$ cat src/rtl/wb_pkg.sv
// Shared widths, register-file geometry and the load tag format for the writeback path.
package wb_pkg;
  localparam int DATA_W   = 8;
  localparam int ADDR_W   = 3;
  localparam int NUM_REGS = 6;

  typedef struct packed {
    logic              label;
    logic [ADDR_W-1:0] rd;
  } wb_tag_t;

  // Only addresses below NUM_REGS exist in either file.
  function automatic logic reg_ok(input logic [ADDR_W-1:0] a);
    return int'(a) < NUM_REGS;
  endfunction
endpackage

$ cat src/rtl/writeback_unit_if.sv
// Producer, decode-check and register-file write signals of the writeback unit.
interface writeback_unit_if
  import wb_pkg::*;
#(
  parameter int LD_DEPTH = 2
);
  localparam int CNT_W = $clog2(LD_DEPTH) + 1;

  logic              alu_valid;
  logic              alu_ready;
  logic [ADDR_W-1:0] alu_rd;
  logic              alu_label;
  logic [DATA_W-1:0] alu_data;
  logic              ld_issue;
  logic [ADDR_W-1:0] ld_rd;
  logic              ld_label;
  logic              ld_issue_ready;
  logic              mem_rvalid;
  logic [DATA_W-1:0] mem_rdata;
  logic [ADDR_W-1:0] chk_rs1;
  logic [ADDR_W-1:0] chk_rs2;
  logic              chk_label;
  logic              hazard;
  logic [ADDR_W-1:0] rd;
  logic [DATA_W-1:0] write_data;
  logic              reg_write;
  logic              label_write;
  logic [CNT_W-1:0]  pending_cnt;
  logic              err;

  modport master (
    output alu_valid, alu_rd, alu_label, alu_data,
    output ld_issue, ld_rd, ld_label, mem_rvalid, mem_rdata,
    output chk_rs1, chk_rs2, chk_label,
    input  alu_ready, ld_issue_ready, hazard,
    input  rd, write_data, reg_write, label_write, pending_cnt, err
  );

  modport slave (
    input  alu_valid, alu_rd, alu_label, alu_data,
    input  ld_issue, ld_rd, ld_label, mem_rvalid, mem_rdata,
    input  chk_rs1, chk_rs2, chk_label,
    output alu_ready, ld_issue_ready, hazard,
    output rd, write_data, reg_write, label_write, pending_cnt, err
  );
endinterface

$ cat src/rtl/load_tag_fifo.sv
// In-order tag queue for outstanding loads; combinational head, count updates on the push/pop edge.
// Latency: a pushed tag is visible at head the next cycle; push+pop legal when full or empty.
module load_tag_fifo
  import wb_pkg::*;
#(
  parameter int DEPTH = 2,
  localparam int AW   = (DEPTH > 1) ? $clog2(DEPTH) : 1
) (
  input  logic          clk,
  input  logic          reset,
  input  logic          push,
  input  wb_tag_t       push_tag,
  input  logic          pop,
  output wb_tag_t       head,
  output logic          full,
  output logic          empty,
  output logic [AW:0]   count
);
  wb_tag_t         mem [DEPTH];
  logic [AW-1:0]   wr_ptr;
  logic [AW-1:0]   rd_ptr;
  logic            do_push;
  logic            do_pop;

  assign full    = (count == (AW+1)'(DEPTH));
  assign empty   = (count == '0);
  assign do_push = push & (~full | pop);
  assign do_pop  = pop & (~empty | push);
  assign head    = mem[rd_ptr];

  always_ff @(posedge clk) begin
    if (do_push) mem[wr_ptr] <= push_tag;
  end

  always_ff @(posedge clk) begin
    if (reset) begin
      wr_ptr <= '0;
      rd_ptr <= '0;
      count  <= '0;
    end else begin
      if (do_push) wr_ptr <= wr_ptr + 1'b1;
      if (do_pop)  rd_ptr <= rd_ptr + 1'b1;
      count <= count + (AW+1)'(do_push) - (AW+1)'(do_pop);
    end
  end
endmodule

$ cat src/rtl/writeback_unit.sv
// Merges ALU results and in-order load returns into one registered register-file write, with a busy scoreboard.
// Latency: one cycle from accept/return to strobe; load return has priority and stalls the ALU via alu_ready.
module writeback_unit
  import wb_pkg::*;
#(
  parameter int LD_DEPTH = 2
) (
  input  logic             clk,
  input  logic             reset,
  writeback_unit_if.slave  bus
);
  localparam int CNT_W = $clog2(LD_DEPTH) + 1;

  // Row 0 = general file, row 1 = label file; entries >= NUM_REGS are never set.
  logic [1:0][2**ADDR_W-1:0] busy;

  wb_tag_t           head;
  wb_tag_t           nxt_tag;
  logic [DATA_W-1:0] nxt_data;
  logic              fifo_full;
  logic              fifo_empty;
  logic [CNT_W-1:0]  count;
  logic              pop;
  logic              push;
  logic              alu_acc;
  logic              wr_go;
  logic              wr_ok;
  logic              strobe_sel;

  logic [ADDR_W-1:0] rd_q;
  logic [DATA_W-1:0] data_q;
  logic              reg_write_q;
  logic              label_write_q;
  logic              err_q;

  load_tag_fifo #(.DEPTH(LD_DEPTH)) u_tags (
    .clk      (clk),
    .reset    (reset),
    .push     (push),
    .push_tag ({bus.ld_label, bus.ld_rd}),
    .pop      (pop),
    .head     (head),
    .full     (fifo_full),
    .empty    (fifo_empty),
    .count    (count)
  );

  assign pop                = bus.mem_rvalid & ~fifo_empty;
  assign push               = bus.ld_issue & bus.ld_issue_ready;
  assign alu_acc            = bus.alu_valid & bus.alu_ready;
  assign bus.alu_ready      = ~bus.mem_rvalid & ~busy[bus.alu_label][bus.alu_rd];
  assign bus.ld_issue_ready = ~fifo_full & ~busy[bus.ld_label][bus.ld_rd];
  assign bus.pending_cnt    = count;
  assign bus.rd             = rd_q;
  assign bus.write_data     = data_q;
  assign bus.reg_write      = reg_write_q;
  assign bus.label_write    = label_write_q;
  assign bus.err            = err_q;

  always_comb begin
    nxt_tag  = head;
    nxt_data = bus.mem_rdata;
    wr_go    = pop;
    if (!pop) begin
      nxt_tag  = '{label: bus.alu_label, rd: bus.alu_rd};
      nxt_data = bus.alu_data;
      wr_go    = alu_acc;
    end
    wr_ok = wr_go & reg_ok(nxt_tag.rd);
  end

  always_ff @(posedge clk) begin
    if (reset) begin
      rd_q          <= '0;
      data_q        <= '0;
      reg_write_q   <= 1'b0;
      label_write_q <= 1'b0;
      err_q         <= 1'b0;
      busy          <= '0;
    end else begin
      reg_write_q   <= wr_ok & ~nxt_tag.label;
      label_write_q <= wr_ok & nxt_tag.label;
      if (wr_ok) begin
        rd_q   <= nxt_tag.rd;
        data_q <= nxt_data;
      end
      if (pop && reg_ok(head.rd))     busy[head.label][head.rd]     <= 1'b0;
      if (push && reg_ok(bus.ld_rd))  busy[bus.ld_label][bus.ld_rd] <= 1'b1;
      if ((bus.mem_rvalid & fifo_empty) | (bus.ld_issue & ~bus.ld_issue_ready) |
          (wr_go & ~reg_ok(nxt_tag.rd)) | (push & ~reg_ok(bus.ld_rd)))
        err_q <= 1'b1;
    end
  end

  // A write in the output stage is not yet in the register file, so it still hazards.
  always_comb begin
    strobe_sel = bus.chk_label ? label_write_q : reg_write_q;
    bus.hazard = busy[bus.chk_label][bus.chk_rs1] | busy[bus.chk_label][bus.chk_rs2] |
                 (strobe_sel & ((rd_q == bus.chk_rs1) | (rd_q == bus.chk_rs2)));
  end
endmodule

$ cat src/flat_wrapper.sv
// flat-port wrapper written by rule: the top's interface ports become plain ports
module writeback_unit_flat import wb_pkg::*;
#(
  parameter int LD_DEPTH = 2
)
  (clk, reset, bus_alu_valid, bus_alu_rd, bus_alu_label, bus_alu_data, bus_ld_issue, bus_ld_rd, bus_ld_label, bus_mem_rvalid, bus_mem_rdata, bus_chk_rs1, bus_chk_rs2, bus_chk_label, bus_alu_ready, bus_ld_issue_ready, bus_hazard, bus_rd, bus_write_data, bus_reg_write, bus_label_write, bus_pending_cnt, bus_err);
  writeback_unit_if #(.LD_DEPTH(LD_DEPTH)) bus_i ();
  input  logic clk;
  input  logic reset;
  input wire logic [$bits(bus_i.alu_valid)-1:0] bus_alu_valid;
  input wire logic [$bits(bus_i.alu_rd)-1:0] bus_alu_rd;
  input wire logic [$bits(bus_i.alu_label)-1:0] bus_alu_label;
  input wire logic [$bits(bus_i.alu_data)-1:0] bus_alu_data;
  input wire logic [$bits(bus_i.ld_issue)-1:0] bus_ld_issue;
  input wire logic [$bits(bus_i.ld_rd)-1:0] bus_ld_rd;
  input wire logic [$bits(bus_i.ld_label)-1:0] bus_ld_label;
  input wire logic [$bits(bus_i.mem_rvalid)-1:0] bus_mem_rvalid;
  input wire logic [$bits(bus_i.mem_rdata)-1:0] bus_mem_rdata;
  input wire logic [$bits(bus_i.chk_rs1)-1:0] bus_chk_rs1;
  input wire logic [$bits(bus_i.chk_rs2)-1:0] bus_chk_rs2;
  input wire logic [$bits(bus_i.chk_label)-1:0] bus_chk_label;
  output wire logic [$bits(bus_i.alu_ready)-1:0] bus_alu_ready;
  output wire logic [$bits(bus_i.ld_issue_ready)-1:0] bus_ld_issue_ready;
  output wire logic [$bits(bus_i.hazard)-1:0] bus_hazard;
  output wire logic [$bits(bus_i.rd)-1:0] bus_rd;
  output wire logic [$bits(bus_i.write_data)-1:0] bus_write_data;
  output wire logic [$bits(bus_i.reg_write)-1:0] bus_reg_write;
  output wire logic [$bits(bus_i.label_write)-1:0] bus_label_write;
  output wire logic [$bits(bus_i.pending_cnt)-1:0] bus_pending_cnt;
  output wire logic [$bits(bus_i.err)-1:0] bus_err;
  assign bus_i.alu_valid = bus_alu_valid;
  assign bus_i.alu_rd = bus_alu_rd;
  assign bus_i.alu_label = bus_alu_label;
  assign bus_i.alu_data = bus_alu_data;
  assign bus_i.ld_issue = bus_ld_issue;
  assign bus_i.ld_rd = bus_ld_rd;
  assign bus_i.ld_label = bus_ld_label;
  assign bus_i.mem_rvalid = bus_mem_rvalid;
  assign bus_i.mem_rdata = bus_mem_rdata;
  assign bus_i.chk_rs1 = bus_chk_rs1;
  assign bus_i.chk_rs2 = bus_chk_rs2;
  assign bus_i.chk_label = bus_chk_label;
  assign bus_alu_ready = bus_i.alu_ready;
  assign bus_ld_issue_ready = bus_i.ld_issue_ready;
  assign bus_hazard = bus_i.hazard;
  assign bus_rd = bus_i.rd;
  assign bus_write_data = bus_i.write_data;
  assign bus_reg_write = bus_i.reg_write;
  assign bus_label_write = bus_i.label_write;
  assign bus_pending_cnt = bus_i.pending_cnt;
  assign bus_err = bus_i.err;
  writeback_unit #(.LD_DEPTH(LD_DEPTH)) u_core (.clk(clk), .reset(reset), .bus(bus_i));
endmodule
$ cat config.mk
export PLATFORM = sky130hd
export DESIGN_NAME = writeback_unit_flat
export DESIGN_NICKNAME = d
export VERILOG_FILES = /design/src/rtl/wb_pkg.sv /design/src/rtl/writeback_unit_if.sv /design/src/rtl/load_tag_fifo.sv /design/src/rtl/writeback_unit.sv /design/src/flat_wrapper.sv
export SDC_FILE = /design/constraint.sdc
export NUM_CORES = 1
export LEC_CHECK = 0
export CORE_MARGIN = 4
export CORE_UTILIZATION = 50
export DETAILED_ROUTE_END_ITERATION = 7
export GPL_TIMING_DRIVEN = 0
export PLACE_DENSITY = 0.78
export SYNTH_ARGS = -nofsm -noshare
export SYNTH_HDL_FRONTEND = slang
export SYNTH_SLANG_ARGS = --single-unit
$ cat constraint.sdc
create_clock -name clk -period 3.6 [get_ports clk]
set_input_delay 0.72 -clock clk [delete_from_list [all_inputs] [get_ports clk]]
set_output_delay 0.72 -clock clk [all_outputs]
set_load 0.005 [all_outputs]
# Word-level counts from Yosys, hierarchy flattened
# Memories as Yosys holds them, arrays and structs flattened. A register that Yosys moved wholly into a read port is not among the register bits.
# Index checks and enable logic that the tools add are counted.
dict set report op_classes {
  reduce_logical 7
  n_eq_ne 3
  magnitude_cmp 16
  add_sub_neg 4
  bitwise 35
  mux 33
}
# operator n
set op_table {}
lappend op_table {{8-bit 2-to-1 mux} 9}
lappend op_table {{16-bit 2-to-1 mux} 3}
lappend op_table {{3-bit by 4-bit less-than comparator with 1-bit output (second input constant)} 5}
lappend op_table {{16-bit bitwise AND} 1}
lappend op_table {{8-bit demux with 1-bit select} 2}
lappend op_table {{16-bit inverter} 1}
lappend op_table {{16-bit OR} 1}
lappend op_table {{1-bit bitwise AND} 15}
lappend op_table {{1-bit binary-select mux with 3-bit select} 4}
lappend op_table {{1-bit 2-to-1 mux} 12}
lappend op_table {{3-bit less-than comparator (second input constant)} 3}
lappend op_table {{1-bit inverter} 9}
lappend op_table {{1-bit by 2-bit less-than comparator with 1-bit output (second input constant)} 4}
lappend op_table {{1-bit OR} 8}
lappend op_table {{1-bit demux with 3-bit select} 2}
lappend op_table {{3-bit equality test} 2}
lappend op_table {{3-bit by 1-bit >= comparator with 1-bit output (second input constant)} 2}
lappend op_table {{1-bit logical AND} 6}
lappend op_table {{4-bit 2-to-1 mux} 1}
lappend op_table {{1-bit adder (second input constant)} 2}
lappend op_table {{2-bit by 1-bit adder with 2-bit output} 1}
lappend op_table {{2-bit equality test (second input constant)} 1}
lappend op_table {{1-bit >= comparator (second input constant)} 2}
lappend op_table {{2-bit zero test} 1}
lappend op_table {{2-bit by 1-bit subtractor with 2-bit output} 1}
dict set report totals {
  reg_bits 34
  ram_bits 8
  inputBits 36
  word_cells 109
  output_inout_bits 19
  memories 1
}
# memory depth width rd rd_ports_with_merged_regs wr line
set mem_list {}
lappend mem_list {u_core.u_tags.mem 2 4 1 1 1 load_tag_fifo.sv:19} ;# wb_tag_t mem [DEPTH];

# Depth between registers and ports, before layout
dict set report depth {
  ltp_word 12
  mapped_depth 11
}

# Modules after synthesis
# Synthesis repeated with hierarchy kept, for this count alone.
dict set report unflattened {
  hier_cells 257
  hier_area_um2 2641.3
}
# mod area_each_um2 seq_area_each_um2 instances cells_per_inst
set by_module_without_submodules {}
lappend by_module_without_submodules {writeback_unit 2097.0 600.6 1 218}
lappend by_module_without_submodules {load_tag_fifo 544.3 340.3 1 39}

# Worst setup path after synthesis
# OpenSTA, ideal clock, no wires.
dict set report synth_path {
  kind {input port to flip-flop}
  start {input port bus_ld_label}
  end {register u_core.u_tags.count[1]}
  setup_ns 0.115
  n_path_buf 1
  setup_slack_ns 0.705
  required_ns 3.485
  stages 11
  arrival_ns 2.781
  path_cell_list {buf_2 mux4_2 mux2i_1 mux2i_1 or2_2 ha_1 inv_1 ha_1 xnor2_1 xnor2_1 nor2_1}
}
dict set report synth_between {
  elab_chain_len 10
  word_cells_on_any_way 12
  cone_classes {2 x add/sub; 4 x mux; 6 x bitwise}
}
# item line
set synth_lines {}
lappend synth_lines {{start: declaration} flat_wrapper.sv:16} ;# input wire logic [$bits(bus_i.ld_label)-1:0] bus_ld_label;
lappend synth_lines {{8-bit 2-to-1 mux (not written as such) * (2 in series)} writeback_unit.sv:52} ;# assign bus.ld_issue_ready = ~fifo_full & ~busy[bus.ld_label][bus.ld_rd];
lappend synth_lines {{1-bit binary-select mux with 3-bit select *} writeback_unit.sv:52}
lappend synth_lines {{1-bit 2-to-1 mux (not written as such) *} writeback_unit.sv:52}
lappend synth_lines {{1-bit inverter *} writeback_unit.sv:52}
lappend synth_lines {{1-bit bitwise AND *} writeback_unit.sv:52}
lappend synth_lines {{1-bit bitwise AND *} writeback_unit.sv:49} ;# assign push = bus.ld_issue & bus.ld_issue_ready;
lappend synth_lines {{1-bit bitwise AND / 1-bit OR (equally long branches)} {load_tag_fifo.sv:27, load_tag_fifo.sv:28}}
lappend synth_lines {{2-bit by 1-bit adder with 2-bit output / 1-bit bitwise AND (equally long branches)} {load_tag_fifo.sv:43, load_tag_fifo.sv:28}}
lappend synth_lines {{2-bit by 1-bit subtractor with 2-bit output *} load_tag_fifo.sv:43} ;# count <= count + (AW+1)'(do_push) - (AW+1)'(do_pop);
lappend synth_lines {{end signal: assignment} load_tag_fifo.sv:43}
lappend synth_lines {{end: declaration} load_tag_fifo.sv:17} ;# output logic [AW:0] count
# Mark *: on every way between the ends. The rest lies on a longest branch, timed or not. The select of a mux whose other input is x is not followed.
# A chain may end at the register's enable or synchronous reset.

# Worst setup path in the final report
dict set report layout_path {
  start {input port bus_ld_rd[2]}
  end {output port bus_ld_issue_ready}
}
dict set report layout_between {
  elab_chain_len 4
}
# item line
set layout_lines {}
lappend layout_lines {{start: declaration} flat_wrapper.sv:15} ;# input wire logic [$bits(bus_i.ld_rd)-1:0] bus_ld_rd;
lappend layout_lines {{1-bit binary-select mux with 3-bit select} writeback_unit.sv:52}
lappend layout_lines {{1-bit 2-to-1 mux (not written as such)} writeback_unit.sv:52}
lappend layout_lines {{1-bit inverter} writeback_unit.sv:52}
lappend layout_lines {{1-bit bitwise AND} writeback_unit.sv:52}
lappend layout_lines {{end: declaration} flat_wrapper.sv:23} ;# output wire logic [$bits(bus_i.ld_issue_ready)-1:0] bus_ld_issue_ready;
# No other way between the ends. The select of a mux whose other input is x is not followed.

==> out/qor.yml <==
synthDistinctLibCells: 50
numCtsBuffers: 5
holdBufCountCts: 0
syn2layout_area_growth_pct: 27.0
nets: 354
postSynthAreaPerCell_um2: 10.2
start_util_pct: 51.6
grt_max_degree: 15
drv_slew: 0
path_class: "in2out"
cp_max_fo: 10
setup_viol: 0
stdcell_count: 387
gp_congestion: 0.952
grt_pass1_vias: 2243
track_usage_pct: 23.0
required_ns: 2.88
fin_ws_ns: 0.191
layout-drive-gt1-share_pct: 15.8
fin_crit_sh_pct: 94.7
clock_path_buffers: 2
crit_path_end_kind: "output pin"
num_vias: 2247
reg2reg_depth: 10
core_mm2: 0.00514
async_flop_share_pct: 0
min_path_type: "reg2reg"
netlist_instances: 259
h-tree-depth: 2
die_w_um: 80.8
cts.sinks: 43
finalPower_mw: 1.55
fin_skew_ns: 0.00497
arrival_ns: 2.69
hold_depth: 2
port_buffers: 50
final_core_utilization_pct: 65.6
cts_tree: "done"
final_cell_mix: "46 x clkdlybuf4s50_1, 35 x dfxtp_1, 29 x nand2_1"
clk_pin_slew_ns: 0.08
drv_cap: 0
grt_pass1_wl_um: 11500
syn_area_mm2: 0.00265
via_per_inst: 5.81
run_status: "finished, final reports clean"
layout_commonest_cell: "clkdlybuf4s50_1"
dp_cells: 379
ys_seq_area_share_pct: 35.5
antenna_found_initial: 0
route.detailed.drc: 0
preCtsSetupSlack_ns: -0.108
boundaryPins: 55
dieHeight_um: 80.8
syn-num-nets: 297
worstMarginPinSlew_ns: 0.583
p_leak_nw: 1.33
rsz0062_at_grt: "false"
wl_um: 6960
synth_top_flop_cell: "dfxtp_1"
grt-ovfl-total: 0
synth_edf_count: 8
placementRows: 26
drt-initial-drc-count: 93
hold_viol_final: 0
max-slew-margin-rel_pct: 60.8
dp_hpwl_um: 5380
clkLatencyLatePin_ns: 0.30
ys_ff_latch: 43
power_density_mw_per_mm2: 459
drt_first_pass_iters: 4
die-area_mm2: 0.00653
antenna_cells: 0
root_buffer: "clkbuf_8"
wire_per_inst_um: 18.0
fmax_mhz: 293
startpoint_type: "input port"
yosys_warnings: 0
antenna_left: 0
vdd_drop_max_mv: 0.307
fin_crit_ns: 3.41
[cells by family (layout without fill, tap and decap cells)]
family                   count (synthesis)  in the layout  synth area share, %
flip-flops                              43             43                 35.5
AND/OR/NAND/NOR                         81             81                 15.0
adder cells (fa/ha/maj)                  2              2                0.943
XOR/XNOR                                 7              7                 2.31
multiplexers                            49             49                 25.7
buffers and inverters                   26             84                 5.90
AO/OA/AOI/OAI                           51             51                 14.7
[registers in the layout, indices dropped and copies added, names as in the netlist, named ones only]
| signal | cells |
|---|---|
| u_core.busy | 16 |
| u_core.bus.write_data | 8 |
| u_core.u_tags.mem | 8 |
| u_core.bus.rd | 3 |
| u_core.u_tags.count | 2 |
| u_core.bus.err | 1 |
| u_core.bus.label_write | 1 |
| u_core.bus.reg_write | 1 |
| u_core.u_tags.rd_ptr | 1 |
| u_core.u_tags.wr_ptr | 1 |
[report_power, final]
group	internal (mW)	switching (mW)
sequential	0.562	0.0502
clock	0.207	0.175
combinational	0.283	0.270
[final timing paths]
kind	startpoint	to	slack, ns
max	bus_ld_rd[2]	bus_ld_issue_ready	0.19
min	u_core.bus.write_data[6]	u_core.bus.write_data[6]	0.46
max reg2reg	u_core.busy[11]	u_core.u_tags.count[1]	1.14
min reg2reg	u_core.bus.write_data[6]	u_core.bus.write_data[6]	0.46
[through the flow]
stage | hold slack, ns | TNS [ns] | cell area (µm²)
5_1_grt | 0.493 | 0 | 3370
3_3_place_gp | 0.444 | -0.176 | 3240
6_report | 0.465 | 0 | 3370
2_1_floorplan | 0.454 | 0 | 2650
3_5_place_dp | 0.459 | -0.202 | 3240
4_1_cts | 0.470 | 0 | 3360
[final cells by class]
cell class | instances | area [µm²]
Clock buffer | 5 | 68.8
Multi-Input combinational cell | 190 | 1560
Tap cell | 70 | 87.6
Sequential cell | 43 | 941
Buffer | 14 | 118
Inverter | 11 | 41.3
Clock inverter | 3 | 43.8
Timing Repair Buffer | 51 | 514
Fill cell | 452 | 1770
[cells in the mapped netlist (2+ instances only)]
cell type / number / share of area, %
o21ai_0: 7 / 1.3
o211a_1: 2 / 0.75
nor2_1: 13 / 1.8
xor2_1: 5 / 1.7
o41ai_1: 5 / 1.7
o31ai_1: 3 / 0.85
o211ai_1: 10 / 2.8
clkbuf_1: 6 / 0.85
xnor2_1: 2 / 0.66
inv_1: 11 / 1.6
a211oi_1: 4 / 1.1
a221oi_1: 2 / 0.66
a21oi_1: 2 / 0.38
mux4_2: 14 / 12
mux2i_1: 22 / 8.3
clkbuf_8: 3 / 1.6
ha_1: 2 / 0.94
dfxtp_1: 35 / 26
buf_2: 4 / 0.75
a211o_1: 2 / 0.66
or4_1: 2 / 0.57
a31oi_1: 2 / 0.47
o311ai_0: 2 / 0.66
mux2_2: 13 / 5.5
a32o_1: 2 / 0.75
nand3_1: 6 / 1.1
edfxtp_1: 8 / 9.1
nand3b_1: 2 / 0.57
and3_1: 2 / 0.47
nand2_1: 29 / 4.1
nor3_1: 7 / 1.3
nor2b_1: 6 / 1.4
a21o_1: 3 / 0.85
nand2b_1: 5 / 1.2
[worst max-delay path, stage by stage]
cell and delay (ns):
clkdlybuf4s50_1 0.57, clkbuf_1 0.38, mux2i_1 0.27, mux2i_1 0.13
nor2_1 0.11, clkdlybuf4s50_1 0.51
[what timing repair did]
item | in CTS | in global routing
setup buffers | 1 | 0
resized for setup | 3 | 3
setup endpoints to repair | 1 | 2
[routing by layer]
| layer | part of all wire (%) | vias up | track usage, % |
|---|---|---|---|
| li1 | - | 1092 | - |
| met1 | 45 | 1085 | 31.3 |
| met2 | 48 | 59 | 37.1 |
| met3 | 4.9 | 11 | 3.99 |
| met4 | 1.7 | 0 | 7.43 |
| met5 | 0 | - | 0 |
Note: power is estimated with default switching activity, not from simulation.
